File: src/rtl/inst_encoder_writer.sv
// Packs decoded instruction fields into 32-bit ISA words and streams them into
// instruction memory at an auto-incrementing address, flagging illegal opcodes/immediates.
module inst_encoder_writer #(
  parameter int ADDR_W    = 10,
  parameter int BASE_ADDR = 0,
  parameter int DEPTH     = 1024
) (
  input  logic              clk,
  input  logic              reset,
  input  logic              in_valid,
  output logic              in_ready,
  input  logic [3:0]        in_op,
  input  logic [3:0]        in_func,
  input  logic [3:0]        in_rd,
  input  logic [3:0]        in_rs1,
  input  logic [3:0]        in_rs2,
  input  logic [31:0]       in_imm,
  input  logic              rewind,
  input  logic              err_clr,
  output logic              imem_we,
  output logic [ADDR_W-1:0] imem_addr,
  output logic [31:0]       imem_wdata,
  output logic [ADDR_W:0]   wr_count,
  output logic              full,
  output logic              err_valid,
  output logic [1:0]        err_code
);

  typedef enum logic [1:0] {IDLE, WRITE, ERR} state_t;

  localparam logic [ADDR_W-1:0] BASE_A  = ADDR_W'(BASE_ADDR);
  localparam logic [ADDR_W:0]   DEPTH_C = (ADDR_W+1)'(DEPTH);

  localparam logic [3:0] OP_ALUR   = 4'h0;
  localparam logic [3:0] OP_CMPR   = 4'h2;
  localparam logic [3:0] OP_SW     = 4'h5;
  localparam logic [3:0] OP_BRANCH = 4'h6;
  localparam logic [3:0] OP_ALUI   = 4'h8;
  localparam logic [3:0] OP_LW     = 4'h9;
  localparam logic [3:0] OP_CMPI   = 4'hA;
  localparam logic [3:0] OP_JAL    = 4'hB;

  state_t state, state_nxt;
  logic   accept, bad_op, bad_imm;
  logic [31:0] enc_word;

  function automatic logic op_legal(input logic [3:0] op);
    case (op)
      OP_ALUR, OP_CMPR, OP_SW, OP_BRANCH,
      OP_ALUI, OP_LW, OP_CMPI, OP_JAL: op_legal = 1'b1;
      default:                         op_legal = 1'b0;
    endcase
  endfunction

  function automatic logic op_has_imm(input logic [3:0] op);
    case (op)
      OP_SW, OP_BRANCH, OP_ALUI, OP_LW, OP_CMPI, OP_JAL: op_has_imm = 1'b1;
      default:                                           op_has_imm = 1'b0;
    endcase
  endfunction

  // Immediate fits signed 16 bits when the upper 17 bits are a pure sign extension.
  function automatic logic imm_fits(input logic [31:0] imm);
    imm_fits = (imm[31:15] == '0) || (imm[31:15] == '1);
  endfunction

  function automatic logic [31:0] encode(input logic [3:0] op, input logic [3:0] func,
                                         input logic [3:0] rd, input logic [3:0] rs1,
                                         input logic [3:0] rs2, input logic [15:0] imm16);
    case (op)
      OP_SW, OP_BRANCH:                  encode = {rs1, rs2, imm16, func, op};
      OP_ALUI, OP_LW, OP_CMPI, OP_JAL:   encode = {rd, rs1, imm16, func, op};
      default:                           encode = {rd, rs1, rs2, 12'h000, func, op};
    endcase
  endfunction

  assign in_ready = !reset && (state == IDLE) && !full && !err_valid;
  assign accept   = in_valid && in_ready;
  assign bad_op   = !op_legal(in_op);
  assign bad_imm  = op_has_imm(in_op) && !imm_fits(in_imm);
  assign enc_word = encode(in_op, in_func, in_rd, in_rs1, in_rs2, in_imm[15:0]);
  assign imem_we  = (state == WRITE);

  always_comb begin
    state_nxt = state;
    case (state)
      IDLE:    if (accept) state_nxt = (bad_op || bad_imm) ? ERR : WRITE;
      WRITE:   state_nxt = IDLE;
      ERR:     if (err_clr) state_nxt = IDLE;
      default: state_nxt = IDLE;
    endcase
  end

  always_ff @(posedge clk) begin
    if (reset) begin
      state      <= IDLE;
      imem_addr  <= BASE_A;
      imem_wdata <= '0;
      wr_count   <= '0;
      full       <= 1'b0;
      err_valid  <= 1'b0;
      err_code   <= 2'd0;
    end else begin
      state <= state_nxt;
      case (state)
        IDLE: begin
          // Rewind lands before any same-cycle accept, so that word goes to BASE_ADDR.
          if (rewind) begin
            imem_addr <= BASE_A;
            wr_count  <= '0;
            full      <= 1'b0;
          end
          if (accept) begin
            imem_wdata <= enc_word;
            if (bad_op) begin
              err_valid <= 1'b1;
              err_code  <= 2'd1;
            end else if (bad_imm) begin
              err_valid <= 1'b1;
              err_code  <= 2'd2;
            end
          end
        end
        WRITE: begin
          wr_count <= wr_count + 1'b1;
          if (wr_count + 1'b1 == DEPTH_C) full <= 1'b1;
          else                            imem_addr <= imem_addr + 1'b1;
        end
        ERR: begin
          if (rewind) begin
            imem_addr <= BASE_A;
            wr_count  <= '0;
            full      <= 1'b0;
          end
          if (err_clr) begin
            err_valid <= 1'b0;
            err_code  <= 2'd0;
          end
        end
        default: ;
      endcase
    end
  end

endmodule

File: config.mk
export PLATFORM = sky130hd
export DESIGN_NAME = inst_encoder_writer
export DESIGN_NICKNAME = d
export VERILOG_FILES = /design/src/rtl/inst_encoder_writer.sv
export SDC_FILE = /design/constraint.sdc
export NUM_CORES = 1
export LEC_CHECK = 0
export BUFFER_PORTS_ARGS = -buffer_cell sky130_fd_sc_hd__clkbuf_2
export CAP_MARGIN = 20
export CELL_PAD_IN_SITES_DETAIL_PLACEMENT = 1
export CELL_PAD_IN_SITES_GLOBAL_PLACEMENT = 1
export CORE_MARGIN = 4
export CORE_UTILIZATION = 31
export DETAILED_ROUTE_END_ITERATION = 16
export GPL_TIMING_DRIVEN = 0
export PLACE_DENSITY = 0.76
export SLEW_MARGIN = 15
export SYNTH_ARGS = -nofsm -noshare
export SYNTH_HDL_FRONTEND = slang
export SYNTH_SLANG_ARGS = --single-unit
File: constraint.sdc
create_clock -name clk -period 1.8 [get_ports clk]
set_input_delay 0.09 -clock clk [delete_from_list [all_inputs] [get_ports clk]]
set_output_delay 0.09 -clock clk [all_outputs]
set_load 0.02 [all_outputs]
==> reports/metrics.csv <==
stage;metric;value;unit
floorplanning;IO Pins;116;
job;max-capacitance violation count;0;
finish;# nets final;534;
yosys;synthesized flop and latch total;59;
route;final WL;9.84;mm
yosys;area of the mapped netlist;0.00278;mm2
pwr;Leakage;0.00185;uW
global_route;first-pass GRT wire length;15.8;mm
place;port bufs;115;
floorplanning;Core ar.;0.00872;mm2
finish;layout cells sized above 1;0.425;
global_route;largest net degree at the start of global routing;11;
route;first-pass iteration count of the detailed router;4;
worst_setup_path;Worst Setup End Kind;flop;
yosys;top cells by area, synth;dfxtp_1 (43%), nor2_1 (6.9%), a22oi_1 (4.9%);
clocking;Worst-path clk slew;70;ps
yosys;Ys Warns;0;
finish;FF/Latch Area;0.00121;mm2
route;DRC;0;
global_route;GRT Util Overall;0.193;
yosys;Yosys top cell area share;0.425;
place;HPWL Detailed;7.08;mm
outcome;failing checks;setup timing;
worst_setup_path;critical setup path kind;flop to flop;
timing;FMAX;502;MHz
timing;slew margin rel.;0.601;
clocking;root cell of the clock tree;clkbuf_8;
worst_setup_path;Startpoint Class;flop;
route;drt wl/cell;16.9;um
clocking;CTS Sinks;59;
yosys;Unique masters post-synth;52;
floorplanning;row count;34;
yosys;EDFF count, synth;0;
route;Via Count;3033;
global_route;vias in the first global route;3248;
timing;unrepaired setup endpoints after global routing;true;
pwr;maximum VDD drop;0.338;mV
timing;Final Skew;5.90;ps
finish;P&R area growth vs syn;47.1;%
timing;Final Hold Violating Endpoints;0;
worst_setup_path;Worst EP arrival;2220;ps
timing;Slew @ Worst Pin;599;ps
floorplanning;starting density of the core;0.319;
floorplanning;Die ar.;0.0105;mm2
timing;Fin Setup TNS;-1430;ps
finish;most common cell after layout, fill and taps aside;clkbuf_2;
finish;Fill cells;1075;
timing;fin crit share;1.11;
route;Final ANT Viol Nets;0;
floorplanning;die width;103;um
finish;# diodes;0;
clocking;CTS tree;done;
finish;most frequent cells in the layout;clkbuf_2 (118), nor2_1 (50), dfxtp_1 (46);
worst_setup_path;Crit Path Max Fanout;5;
yosys;syn_nets;382;
route;initial drt markers;59;
worst_setup_path;Worst Path Required;2030;ps
clocking;H-tree depth;3;
clocking;total CTS buffers;9;
yosys;Async S/R FF share, synth;0;
yosys;Mapped Cells;319;
global_route;global route overflow;0;
yosys;dominant synthesized flop cell;dfxtp_1;
yosys;sequential area share after synthesis;0.425;
yosys;syn_area_per_cell;8.71;um2
place;post-place instance area;0.00355;mm2
global_route;initial antenna violation count;0;
finish;final instance area;0.00409;mm2
place;gpl congestion;0.754;
min_path;Hold Path Class;input pin to flop;
clocking;Longest Clk Path Bufs;2;
pwr;Pwr Density;719;mW/mm2
timing;Final setup viols;12;
timing;setup ws final;-194;ps
outcome;status;complete, but fails checks;
timing;Period minus WS final;1990;ps
timing;fin. max-slew vios;0;
floorplanning;die height;103;um
finish;Multi-input gate area;0.00165;mm2
clocking;clock latency on the worst-skew pair;340;ps
yosys;cell taking the most area after synthesis;dfxtp_1;
route;Vias per Instance;5.20;
==> per-stage QoR <==
stage	hold slack [ps]	instances	setup WS [ps]	total power, uW	util
2_1_floorplan	226	319	-142	1660	-
4_1_cts	3.84	582	-218	2970	0.463
6_report	14.9	583	-194	2940	0.468
3_3_place_gp	317	542	-249	1850	0.407
3_5_place_dp	332	542	-305	1860	0.407
5_1_grt	15.6	583	-259	3100	0.468
==> cell type report <==
cell class / instances / share of cell area
tap: 108 / 0.0331
clock buffer: 12 / 0.0355
buffer: 16 / 0.0221
inverter: 4 / 0.00368
timing repair buffer: 142 / 0.201
multi-input combinational: 239 / 0.404
sequential: 59 / 0.297
clock inverter: 3 / 0.00368
==> path summary, 6_finish.rpt <==
path	start	endpoint	slack, ps	cells after the start
min	in_imm[2]	imem_wdata[10]	10	3
max	wr_count[3]	imem_addr[8]	-190	6
max reg2reg	wr_count[3]	imem_addr[8]	-190	6
min reg2reg	imem_wdata[5]	imem_wdata[5]	460	2
==> worst max-delay path, cell delays in order (launching register included) <==
cell	delay (ps)
dfxtp_4	350
or4_4	540
nor4_4	200
o211ai_4	150
o21ai_4	250
nor3_2	90
mux2_1	310
==> flip-flops by register name (all words and copies together), names as in the netlist <==
signal	flops
err_valid	1
imem_addr	10
imem_wdata	32
state	2
full	1
wr_count	11
err_code	2
==> power breakdown <==
group	switching [uW]	internal, uW
Combinational	297	211
Clock	528	523
Sequential	32.2	1350
==> routing by layer <==
| metal | global-route usage | wire length [um] |
|---|---|---|
| met3 | 0.0562 | 615 |
| met5 | 0 | 0 |
| met1 | 0.217 | 3910 |
| met4 | 0.0636 | 136 |
| met2 | 0.350 | 5180 |
==> cells by family (layout without fill, tap and decap cells) <==
kind of cell               after synthesis  in the layout  share of synthesized area
and+or+nand+nor                        133            133                      0.241
DFF                                     59             59                      0.425
xor gates and xnor gates                 1              1                    0.00315
buffers and inverters                   21            177                     0.0306
muxes                                   18             18                     0.0685
adders and majority gates                6              6                     0.0270
AOI/OAI and AO/OA                       81             81                      0.205
==> synth_stat cells, drive strengths merged, types with 3 or more instances <==
cell / n
nor3: 5
a211oi: 12
mux2i: 13
o211ai: 5
mux2: 5
clkbuf: 12
dfxtp: 59
a311oi: 3
nor2: 51
nor4: 8
o21ai: 13
nand4: 7
buf: 5
or4: 3
nand3: 6
nand2b: 5
nand2: 30
inv: 4
and3: 5
a22oi: 18
ha: 6
and2: 3
a21oi: 18
==> timing repair <==
action	4_1_cts	5_1_grt
endpoints found under the setup margin	46	51
endpoints found under the hold margin	13	0
gates cloned	1	0
pin swaps	14	8
hold buffers	13	0
setup buffers	11	2
resized for setup	27	16
Power figures use the tool's default switching activity.
